===== config.mk =====
export PLATFORM = sky130hd
export DESIGN_NAME = enc8b10b_multi
export DESIGN_NICKNAME = d
export VERILOG_FILES = /design/src/rtl/enc8b10b_pkg.sv /design/src/rtl/enc8b10b_lane_s1.sv /design/src/rtl/enc8b10b_multi.sv
export SDC_FILE = /design/constraint.sdc
export NUM_CORES = 1
export LEC_CHECK = 0
export ABC_AREA = 1
export BUFFER_PORTS_ARGS = -buffer_cell sky130_fd_sc_hd__buf_2
export CAP_MARGIN = 20
export CELL_PAD_IN_SITES_DETAIL_PLACEMENT = 0
export CELL_PAD_IN_SITES_GLOBAL_PLACEMENT = 1
export CORE_MARGIN = 2
export CORE_UTILIZATION = 25
export DETAILED_ROUTE_END_ITERATION = 10
export PLACE_DENSITY = 0.56
export SKIP_CTS_REPAIR_TIMING = 1
export SYNTH_ARGS = -nofsm -noshare
export SYNTH_HDL_FRONTEND = slang
export SYNTH_SLANG_ARGS = --single-unit

===== constraint.sdc =====
create_clock -name clk -period 1.3 [get_ports clk]
set_input_delay 0.26 -clock clk [delete_from_list [all_inputs] [get_ports clk]]
set_output_delay 0.26 -clock clk [all_outputs]
set_load 0.01 [all_outputs]

===== src/rtl/enc8b10b_pkg.sv =====
// Shared definitions for the multi-lane 8b/10b encoder: K-code constants, block
// disparity classes, the RD- lookup tables for the 5b/6b and 3b/4b sub-blocks,
// the A7 x-sets and the per-lane stage-1 record.
package enc8b10b_pkg;

  // How a sub-block reacts to the running disparity in stage 2.
  //   ClsNeutral: sent as-is, RD unchanged.
  //   ClsAlt:     balanced but has a distinct RD+ form (D.7, D.x.3, some K.x.y); RD unchanged.
  //   ClsFlip:    +/-2 disparity; complemented at RD+, flips RD.
  typedef enum logic [1:0] {
    ClsNeutral = 2'd0,
    ClsAlt     = 2'd1,
    ClsFlip    = 2'd2
  } blk_cls_e;

  localparam logic [7:0] K28_0 = 8'h1C;
  localparam logic [7:0] K28_1 = 8'h3C;
  localparam logic [7:0] K28_2 = 8'h5C;
  localparam logic [7:0] K28_3 = 8'h7C;
  localparam logic [7:0] K28_4 = 8'h9C;
  localparam logic [7:0] K28_5 = 8'hBC;
  localparam logic [7:0] K28_6 = 8'hDC;
  localparam logic [7:0] K28_7 = 8'hFC;
  localparam logic [7:0] K23_7 = 8'hF7;
  localparam logic [7:0] K27_7 = 8'hFB;
  localparam logic [7:0] K29_7 = 8'hFD;
  localparam logic [7:0] K30_7 = 8'hFE;

  typedef struct packed {
    logic [5:0] code;  // abcdei, RD- form
    blk_cls_e   cls;
  } blk6_t;

  typedef struct packed {
    logic [3:0] code;  // fghj, RD- form
    blk_cls_e   cls;
  } blk4_t;

  // Stage-1 record: everything about a byte that does not depend on RD.
  typedef struct packed {
    logic [5:0] code6;
    blk_cls_e   cls6;
    logic [3:0] code4;
    blk_cls_e   cls4;
    logic       a7_m;   // swap P7 for A7 when the 4b block starts at RD-
    logic       a7_p;   // swap P7 for A7 when the 4b block starts at RD+
    logic       k_err;
  } s1_lane_t;

  function automatic blk6_t enc_5b6b(input logic [4:0] x);
    blk6_t r;
    r = '{6'b000000, ClsNeutral};
    unique case (x)
      5'd0:  r = '{6'b100111, ClsFlip};
      5'd1:  r = '{6'b011101, ClsFlip};
      5'd2:  r = '{6'b101101, ClsFlip};
      5'd3:  r = '{6'b110001, ClsNeutral};
      5'd4:  r = '{6'b110101, ClsFlip};
      5'd5:  r = '{6'b101001, ClsNeutral};
      5'd6:  r = '{6'b011001, ClsNeutral};
      5'd7:  r = '{6'b111000, ClsAlt};
      5'd8:  r = '{6'b111001, ClsFlip};
      5'd9:  r = '{6'b100101, ClsNeutral};
      5'd10: r = '{6'b010101, ClsNeutral};
      5'd11: r = '{6'b110100, ClsNeutral};
      5'd12: r = '{6'b001101, ClsNeutral};
      5'd13: r = '{6'b101100, ClsNeutral};
      5'd14: r = '{6'b011100, ClsNeutral};
      5'd15: r = '{6'b010111, ClsFlip};
      5'd16: r = '{6'b011011, ClsFlip};
      5'd17: r = '{6'b100011, ClsNeutral};
      5'd18: r = '{6'b010011, ClsNeutral};
      5'd19: r = '{6'b110010, ClsNeutral};
      5'd20: r = '{6'b001011, ClsNeutral};
      5'd21: r = '{6'b101010, ClsNeutral};
      5'd22: r = '{6'b011010, ClsNeutral};
      5'd23: r = '{6'b111010, ClsFlip};
      5'd24: r = '{6'b110011, ClsFlip};
      5'd25: r = '{6'b100110, ClsNeutral};
      5'd26: r = '{6'b010110, ClsNeutral};
      5'd27: r = '{6'b110110, ClsFlip};
      5'd28: r = '{6'b001110, ClsNeutral};
      5'd29: r = '{6'b101110, ClsFlip};
      5'd30: r = '{6'b011110, ClsFlip};
      5'd31: r = '{6'b101011, ClsFlip};
    endcase
    return r;
  endfunction

  // Data 3b/4b; y=7 returns P7, stage 2 swaps in A7 when flagged.
  function automatic blk4_t enc_3b4b(input logic [2:0] y);
    blk4_t r;
    r = '{4'b0000, ClsNeutral};
    unique case (y)
      3'd0: r = '{4'b1011, ClsFlip};
      3'd1: r = '{4'b1001, ClsNeutral};
      3'd2: r = '{4'b0101, ClsNeutral};
      3'd3: r = '{4'b1100, ClsAlt};
      3'd4: r = '{4'b1101, ClsFlip};
      3'd5: r = '{4'b1010, ClsNeutral};
      3'd6: r = '{4'b0110, ClsNeutral};
      3'd7: r = '{4'b1110, ClsFlip};
    endcase
    return r;
  endfunction

  // K28.y 4b codes; every one has a distinct RD+ form.
  function automatic blk4_t enc_k3b4b(input logic [2:0] y);
    blk4_t r;
    r = '{4'b0000, ClsNeutral};
    unique case (y)
      3'd0: r = '{4'b1011, ClsFlip};
      3'd1: r = '{4'b0110, ClsAlt};
      3'd2: r = '{4'b1010, ClsAlt};
      3'd3: r = '{4'b1100, ClsAlt};
      3'd4: r = '{4'b1101, ClsFlip};
      3'd5: r = '{4'b0101, ClsAlt};
      3'd6: r = '{4'b1001, ClsAlt};
      3'd7: r = '{4'b0111, ClsFlip};
    endcase
    return r;
  endfunction

  function automatic logic in_a7_neg_set(input logic [4:0] x);
    return (x == 5'd17) || (x == 5'd18) || (x == 5'd20);
  endfunction

  function automatic logic in_a7_pos_set(input logic [4:0] x);
    return (x == 5'd11) || (x == 5'd13) || (x == 5'd14);
  endfunction

  function automatic logic is_legal_k(input logic [7:0] b);
    return (b[4:0] == 5'd28) || (b == K23_7) || (b == K27_7) || (b == K29_7) || (b == K30_7);
  endfunction

endpackage


===== src/rtl/enc8b10b_lane_s1.sv =====
// Per-byte, RD-independent 8b/10b lookup (combinational).
// Ports:
//   data_i  byte HGF_EDCBA
//   k_i     control-character flag
//   lane_o  RD- codes, block classes, A7 flags and k_err for this byte
module enc8b10b_lane_s1
  import enc8b10b_pkg::*;
(
  input  logic [7:0] data_i,
  input  logic       k_i,
  output s1_lane_t   lane_o
);

  logic [4:0] x;
  logic [2:0] y;
  logic       legal_k;
  blk6_t      b6;
  blk4_t      b4;
  blk4_t      b4k;

  assign x = data_i[4:0];
  assign y = data_i[7:5];

  always_comb begin
    legal_k = k_i && is_legal_k(data_i);
    b6      = enc_5b6b(x);
    b4      = enc_3b4b(y);
    b4k     = enc_k3b4b(y);

    lane_o       = '0;
    lane_o.code6 = b6.code;
    lane_o.cls6  = b6.cls;
    lane_o.code4 = b4.code;
    lane_o.cls4  = b4.cls;
    // An illegal K still goes out as the matching data character.
    lane_o.k_err = k_i && !legal_k;

    if (legal_k && (x == 5'd28)) begin
      lane_o.code6 = 6'b001111;
      lane_o.cls6  = ClsFlip;
      lane_o.code4 = b4k.code;
      lane_o.cls4  = b4k.cls;
    end else if (legal_k) begin
      // K23/27/29/30.7 share the data 6b code but always take A7.
      lane_o.code4 = 4'b0111;
      lane_o.cls4  = ClsFlip;
    end else if (y == 3'd7) begin
      lane_o.a7_m = in_a7_neg_set(x);
      lane_o.a7_p = in_a7_pos_set(x);
    end
  end

endmodule


===== src/rtl/enc8b10b_multi.sv =====
// Multi-lane 8b/10b encoder, two-stage valid/ready pipeline.
// Stage 1 registers the RD-independent lookup of every lane; stage 2 resolves
// running disparity serially lane 0 -> lane N-1 and registers the 10b symbols.
// Ports:
//   clk, rst_n     clock, asynchronous active-low reset
//   flush_i        synchronous clear of pipeline and RD
//   in_valid_i/in_ready_o, in_data_i (8 bits per lane), in_k_i (per lane)
//   out_valid_o/out_ready_i, out_data_o ({a..j} per lane, a = MSB)
//   out_rd_o       RD after the last lane of out_data_o
//   k_err_o        per-lane illegal-K flag aligned with out_data_o
module enc8b10b_multi
  import enc8b10b_pkg::*;
#(
  parameter int unsigned NUM_BYTES = 2,
  parameter bit          RD_INIT   = 1'b0
) (
  input  logic                    clk,
  input  logic                    rst_n,
  input  logic                    flush_i,
  input  logic                    in_valid_i,
  output logic                    in_ready_o,
  input  logic [8*NUM_BYTES-1:0]  in_data_i,
  input  logic [NUM_BYTES-1:0]    in_k_i,
  output logic                    out_valid_o,
  input  logic                    out_ready_i,
  output logic [10*NUM_BYTES-1:0] out_data_o,
  output logic                    out_rd_o,
  output logic [NUM_BYTES-1:0]    k_err_o
);

  s1_lane_t [NUM_BYTES-1:0] s1_lut;
  s1_lane_t [NUM_BYTES-1:0] s1_q, s1_d;
  logic                     s1_valid_q, s1_valid_d;
  logic                     out_valid_q, out_valid_d;
  logic [10*NUM_BYTES-1:0]  out_data_q, out_data_d;
  logic [NUM_BYTES-1:0]     k_err_q, k_err_d;
  // Internal RD and out_rd always hold the same value, so one register serves both.
  logic                     rd_q, rd_d;

  logic                     s2_adv, s1_adv, s1_load, s2_load;
  logic [10*NUM_BYTES-1:0]  enc_d;
  logic [NUM_BYTES-1:0]     kerr_d;
  logic                     rd_chain;
  logic [10:0]              lane_res;

  for (genvar g = 0; g < NUM_BYTES; g++) begin : g_lane
    enc8b10b_lane_s1 u_lane_s1 (
      .data_i (in_data_i[8*g +: 8]),
      .k_i    (in_k_i[g]),
      .lane_o (s1_lut[g])
    );
  end

  // Returns {rd_out, abcdei, fghj}.
  function automatic logic [10:0] encode_lane(input s1_lane_t l, input logic rd_in);
    logic       rd;
    logic [5:0] c6;
    logic [3:0] c4;
    rd = rd_in;
    c6 = l.code6;
    if (rd && (l.cls6 != ClsNeutral)) c6 = ~c6;
    if (l.cls6 == ClsFlip) rd = ~rd;
    c4 = l.code4;
    if ((rd && l.a7_p) || (!rd && l.a7_m)) c4 = 4'b0111;
    if (rd && (l.cls4 != ClsNeutral)) c4 = ~c4;
    if (l.cls4 == ClsFlip) rd = ~rd;
    return {rd, c6, c4};
  endfunction

  assign s2_adv     = !out_valid_q || out_ready_i;
  assign s1_adv     = !s1_valid_q || s2_adv;
  assign in_ready_o = s1_adv && !flush_i;
  assign s1_load    = in_valid_i && in_ready_o;
  assign s2_load    = s2_adv && s1_valid_q && !flush_i;

  always_comb begin
    rd_chain = rd_q;
    enc_d    = '0;
    kerr_d   = '0;
    lane_res = '0;
    for (int i = 0; i < int'(NUM_BYTES); i++) begin
      lane_res           = encode_lane(s1_q[i], rd_chain);
      enc_d[10*i +: 10]  = lane_res[9:0];
      rd_chain           = lane_res[10];
      kerr_d[i]          = s1_q[i].k_err;
    end
  end

  always_comb begin
    s1_valid_d  = s1_valid_q;
    s1_d        = s1_q;
    out_valid_d = out_valid_q;
    out_data_d  = out_data_q;
    k_err_d     = k_err_q;
    rd_d        = rd_q;
    if (flush_i) begin
      s1_valid_d  = 1'b0;
      out_valid_d = 1'b0;
      k_err_d     = '0;
      rd_d        = RD_INIT;
    end else begin
      if (s1_adv) s1_valid_d = in_valid_i;
      if (s1_load) s1_d = s1_lut;
      if (s2_adv) out_valid_d = s1_valid_q;
      // RD only moves when a word actually enters stage 2.
      if (s2_load) begin
        out_data_d = enc_d;
        k_err_d    = kerr_d;
        rd_d       = rd_chain;
      end
    end
  end

  always_ff @(posedge clk or negedge rst_n) begin
    if (!rst_n) begin
      s1_valid_q  <= 1'b0;
      s1_q        <= '0;
      out_valid_q <= 1'b0;
      out_data_q  <= '0;
      k_err_q     <= '0;
      rd_q        <= RD_INIT;
    end else begin
      s1_valid_q  <= s1_valid_d;
      s1_q        <= s1_d;
      out_valid_q <= out_valid_d;
      out_data_q  <= out_data_d;
      k_err_q     <= k_err_d;
      rd_q        <= rd_d;
    end
  end

  assign out_valid_o = out_valid_q;
  assign out_data_o  = out_data_q;
  assign out_rd_o    = rd_q;
  assign k_err_o     = k_err_q;

endmodule

* Word level (Yosys, flattened, before mapping)
Memories as Yosys holds them, arrays and structs flattened. Index checks and enable logic that the tools add are counted.
Storage, ports and cells: register bits after elaboration 59, memory bits (read-only) 704, input bits 23, output and inout port bits 25, logic and storage cells 146, memories 6
Memories:
- (no name shown) | depth 32, width 8, read ports 1, clocked after memory_dff 0, write ports 0, line enc8b10b_pkg.sv:53 | unique case (x)
- (no name shown) | depth 32, width 8, read ports 1, clocked after memory_dff 0, write ports 0, line enc8b10b_pkg.sv:53
- (no name shown) | depth 8, width 6, read ports 1, clocked after memory_dff 0, write ports 0, line enc8b10b_pkg.sv:94 | unique case (y)
- (no name shown) | depth 8, width 6, read ports 1, clocked after memory_dff 0, write ports 0, line enc8b10b_pkg.sv:111 | unique case (y)
- (no name shown) | depth 8, width 6, read ports 1, clocked after memory_dff 0, write ports 0, line enc8b10b_pkg.sv:94
- (no name shown) | depth 8, width 6, read ports 1, clocked after memory_dff 0, write ports 0, line enc8b10b_pkg.sv:111
Operators by class: equality and inequality tests 28, multiplexer cells 30, bitwise logic cells 9, reduce and logical (&&, ||, !) cells 54
Operator list (count):
- equality test 8 bit (second input constant) | 8
- equality test 5 bit (second input constant) | 8
- 2-to-1 mux 6 bit | 6
- equality test 5 x 4 -> 1 bit (second input constant) | 6
- logical OR 1 bit | 20
- logical AND 1 bit | 18
- 2-to-1 mux 2 bit | 8
- 2-to-1 mux 4 bit | 4
- 2-to-1 mux 8 bit | 2
- nonzero test 2 bit | 7
- NOT 6 bit | 2
- 2-to-1 mux 1 bit | 10
- equality test 2 bit (second input constant) | 4
- NOT 4 bit | 2
- zero test 1 bit | 7
- equality test 3 bit (second input constant) | 2
- NOT 1 bit | 5
- AND reduction 2 bit | 2

* Longest topological paths before layout
depth after elaboration 12, depth in mapped cells 14, depth with buffers taken out 14

* Hierarchy
A second synthesis with hierarchy kept.
Unflattened totals: cell total of the unflattened synthesis 534, area, all modules 4200.3 µm²
By module, submodules not included:
- enc8b10b_multi | instances 1, cells an instance 261, area each 2647.5 µm², seq. area each 1476.4 µm²
- enc8b10b_lane_s1 (g_lane[0].u_lane_s1) | instances 1, cells an instance 140, area each 785.8 µm², seq. area each 0.0 µm²
- enc8b10b_lane_s1 (g_lane[1].u_lane_s1) | instances 1, cells an instance 133, area each 767.0 µm², seq. area each 0.0 µm²

* Worst setup path before layout
No wires, ideal clock.
path type register to register, from reg rd_q, in the netlist out_rd_o, to reg out_data_q[13], in the netlist out_data_o[13], setup time 0.117 ns, data arrival time 1.321 ns, required time 1.183 ns, path slack -0.139 ns, cell stages (with the launch flop) 11, path buffers 0, clock period less this slack 1.439 ns, cells stage by stage dfrtp_1 > inv_2 > nand3_4 > nand2_8 > nand2_8 > nand3_4 > nand3b_4 > inv_2 > nand3_1 > nand3_1 > nand2_1
Between the ends: longest elaborated chain between the ends 12, elaborated cells on any way between the ends 14, classes of those cells mux (5); bitwise (4); reduce/logical (5)
Ends and longest elaborated chain:
- from (decl) | line enc8b10b_multi.sv:38 | logic rd_q, rd_d;
- from (signal assigned) | line enc8b10b_multi.sv:128 | rd_q <= rd_d;
- NOT 1 bit | line enc8b10b_multi.sv:62 | if (l.cls6 == ClsFlip) rd = ~rd;
- 2-to-1 mux 1 bit (*) | line enc8b10b_multi.sv:62
- NOT 1 bit | line enc8b10b_multi.sv:66 | if (l.cls4 == ClsFlip) rd = ~rd;
- 2-to-1 mux 1 bit (*) | line enc8b10b_multi.sv:66
- NOT 1 bit | line enc8b10b_multi.sv:62
- 2-to-1 mux 1 bit (*) | line enc8b10b_multi.sv:62
- zero test 1 bit | line enc8b10b_multi.sv:64 | if ((rd && l.a7_p) || (!rd && l.a7_m)) c4 = 4'b0111;
- logical AND 1 bit | line enc8b10b_multi.sv:64
- logical OR 1 bit | line enc8b10b_multi.sv:64
- 2-to-1 mux 4 bit | line enc8b10b_multi.sv:64
- NOT 4 bit | line enc8b10b_multi.sv:65 | if (rd && (l.cls4 != ClsNeutral)) c4 = ~c4;
- 2-to-1 mux 4 bit (*) | line enc8b10b_multi.sv:65
- to (signal assigned) | line enc8b10b_multi.sv:126 | out_data_q <= out_data_d;
- to (decl) | line enc8b10b_multi.sv:35 | logic [10*NUM_BYTES-1:0] out_data_q, out_data_d;
Every way passes the cells marked *; elsewhere a longest branch is shown, timed or not. A chain may end at the register's enable or synchronous reset.

* Worst setup path in the final report
from reg out_valid_q, in the netlist out_valid_o, to out in_ready_o
Between the ends: longest elaborated chain between the ends 4
Ends and longest elaborated chain:
- from (decl) | line enc8b10b_multi.sv:34 | logic out_valid_q, out_valid_d;
- from (signal assigned) | line enc8b10b_multi.sv:125 | out_valid_q <= out_valid_d;
- zero test 1 bit | line enc8b10b_multi.sv:70 | assign s2_adv = !out_valid_q || out_ready_i;
- logical OR 1 bit | line enc8b10b_multi.sv:70
- logical OR 1 bit | line enc8b10b_multi.sv:71 | assign s1_adv = !s1_valid_q || s2_adv;
- logical AND 1 bit | line enc8b10b_multi.sv:72 | assign in_ready_o = s1_adv && !flush_i;
- to (decl) | line enc8b10b_multi.sv:21 | output logic in_ready_o,
Every way passes these cells.

==> impl_metrics.csv <==
group,metric,value,unit
status,status,"finished, violations left",
status,violations,"setup timing",
finish,stdcell_count,916,
sta,rsz0062_at_grt,"yes",
sta,fin_tns_setup,-4.06,ns
yosys,synth_edf_count,0,
yosys,syn_area,4150,um2
global_route,grt_first_pass_wirelength,19400,um
power,p_total,7200,uW
route,drc,0,
floorplanning,pin_count,48,
finish,drive_gt1_share,39.1,%
yosys,muxShareOfSynthArea,0,%
sta,worst_pin_slew,0.362,ns
yosys,synth_top_area_share,35.6,%
cts,clk_latency,0.32,ns
setup_path,worstPathRequired,1.04,ns
route,firstDrtPassIters,4,
cts,cts_tree,"built",
sta,period_needed,1.49,ns
yosys,synth_top_cells_by_area,"dfrtp_1 36%, nand2_1 10%, ha_1 8.4%",
placement,placed_cell_area,5500,um2
route,wl_per_cell,12.7,um
floorplanning,die_w,133,um
placement,portBuffers,47,
cts,cts_root_buffer,"clkbuf_16",
power,power.switching,2380,uW
yosys,synth_nets,582,
sta,fin_crit_sh,115,%
yosys,synthAdderAreaFrac,8.44,%
finish,area_growth,45.6,%
route,via_count,3954,
finish,antenna_cells,0,
sta,timing.hold.ws,0.247,ns
yosys,synth_compound_area_share,16.2,%
yosys,yosys_register_bits,59,
yosys,synth_cell_type_count,47,
placement,place_congestion,0.823,
yosys,dominantRegCellSynth,"dfrtp_1",
yosys,yosys_warnings,0,
global_route,antenna_found_initial,0,
floorplanning,die_h,133,um
cts,clk_pin_slew,0.05,ns
finish,final_cell_mix,"109 x nand2_1, 108 x buf_4, 58 x dfrtp_1, 56 x inv_1, 44 x buf_2",
sta,timing.fmax,0.670,GHz
sta,finClkSkew,0.00702,ns
route,drt-initial-drc-count,151,
placement,dp_cells,892,
sta,finalHoldViolCount,0,
floorplanning,initial_core_util,25.3,%
cts,cts_max_path_buffers,2,
floorplanning,core_area,16400,um2
global_route,globalRouteOverflowTotal,0,
power,vdd_drop_max,0.783,mV
cts,numCtsBuffers,9,
power,clock_power_share,32.2,%
global_route,grt_pass1_vias,3991,
sta,slew_violations,0,
floorplanning,die_area,17700,um2
route,drt.antenna.violating_nets,0,
power,internal-power,4820,uW
finish,final_common_cell,"nand2_1",
global_route,grt_usage,13.6,%
power,comb_power_share,34.3,%
yosys,synth-simple-area-share,27.0,%
setup_path,crit_arrival,1.23,ns
yosys,synth_top_area_cell,"dfrtp_1",
yosys,synth-async-reset-ratio,100,%
yosys,avgSynthCellArea,7.82,um2
route,wl,11600,um
power,power.density,1190,nW/um2
setup_path,crit_type,"reg2out",
finish,stdcell_area,6050,um2
yosys,synth_xor_area_share,3.37,%
worst_hold_path,hp-class,"in2reg",
sta,finalSetupViolCount,54,
yosys,yosysSeqAreaShare,35.6,%
setup_path,cp-end-kind,"primary output",
setup_path,worstPathMaxFanout,2,
yosys,syn_inst,531,
power,seqPwrFrac,33.5,%
floorplanning,row_count,47,
route,vias_per_cell,4.32,
yosys,synth_top_family_by_area,"simple AND/OR/NAND/NOR gates",
global_route,grt_max_degree,35,
sta,relSlewSlack,75.9,%
cts,cts.sinks,59,
power,netSwitchingFraction,33.0,%
placement,dpl.hpwl,9330,um
cts,cts_htree_levels,3,
flow_run,maxCapViolations,0,
sta,timing.final.ws_setup,-0.193,ns
power,leakagePower,0.00308,uW
setup_path,startpoint_type,"flip-flop",
finish,layout.nets,743,
==> cell families (layout without fill, tap and decap cells) <==
family,count (synthesis),count (layout)
xor+xnor,16,16
compound gates,113,113
flops,59,59
buf+inv,96,261
fa+ha+maj,28,28
simple gates,219,219
==> cell usage after synthesis, types with 2 or more instances <==
library cell,instances
o22a_1,2
o22ai_1,12
nand3_4,4
xor2_1,14
buf_4,3
nor2_4,4
nand2_2,6
clkbuf_1,4
inv_2,14
nand3_2,3
nand2_4,5
o211ai_1,3
nand2_8,2
o21ai_1,16
nand4_1,2
o21ai_2,3
inv_1,65
a21oi_2,2
nor3_1,5
a2bb2oi_1,3
a21oi_1,18
ha_1,28
o21ai_0,43
buf_2,8
nand2_1,115
nor3_2,2
nand3_1,38
nor2_2,2
a22oi_1,3
dfrtp_1,59
xnor2_1,2
nor2_1,26
==> power groups by stage <==
stage          clock (uW)  combinational (uW)  sequential (uW)
5_1_grt              2470                2740             2470
4_1_cts              2390                2360             2420
3_3_place_gp            0                2320             2430
2_1_floorplan           0                1290             2540
6_report             2320                2470             2410
3_5_place_dp            0                2350             2440
==> per-layer routing <==
metal | global-route usage (%) | vias to the layer above | share of wire (%) | routed length [um]
met4 | 2.81 | 0 | 0.91 | 106
met1 | 19.2 | 1839 | 52 | 6010
met2 | 21.4 | 48 | 44 | 5130
met3 | 3.22 | 12 | 3.0 | 348
li1 | - | 2055 | - | -
met5 | 0 | - | 0 | 0
==> worst paths after layout <==
kind	endpoint	cells past startpoint	slack, ns	startpoint
max in group asynchronous	out_rd_o	3	0.44	rst_n
setup / recovery	in_ready_o	7	-0.19	out_valid_o
hold / removal	out_valid_o	3	0.25	flush_i
hold reg to reg	out_data_o[4]	2	0.48	out_data_o[4]
min in group asynchronous	out_data_o[13]	2	0.37	rst_n
setup reg to reg	out_data_o[12]	10	-0.18	out_rd_o
==> critical path, stage by stage, from the launching register on <==
cell     delay, ns
dfrtp_1       0.38
nand2_2       0.07
nor2_1        0.04
inv_1         0.08
nand2_2       0.08
buf_6         0.12
inv_2         0.04
buf_6         0.09
==> sequential cells by signal (all words and copies together), names as in the netlist <==
signal	flops
s1_q	32
out_data_o	20
k_err_o	2
kerr_d	2
out_rd_o	1
out_valid_o	1
s1_valid_q	1
==> through the flow <==
step                worst slack, ns  utilization (%)
floorplan                   -0.0819                -
global placement             -0.285             33.5
detailed placement           -0.383             33.5
CTS                          -0.279             35.3
global route                 -0.288             36.9
finish                       -0.193             36.9
==> cell type report <==
class / instances / area (um2)
fillers: 1738 / 10400
multi-input cells: 376 / 2450
flip-flops and latches: 59 / 1480
repair buffers: 166 / 1240
inverters: 80 / 312
well taps: 220 / 275
clock buffers: 10 / 239
clock inverters: 5 / 53.8
No activity file was read; power rests on OpenSTA's default activity.
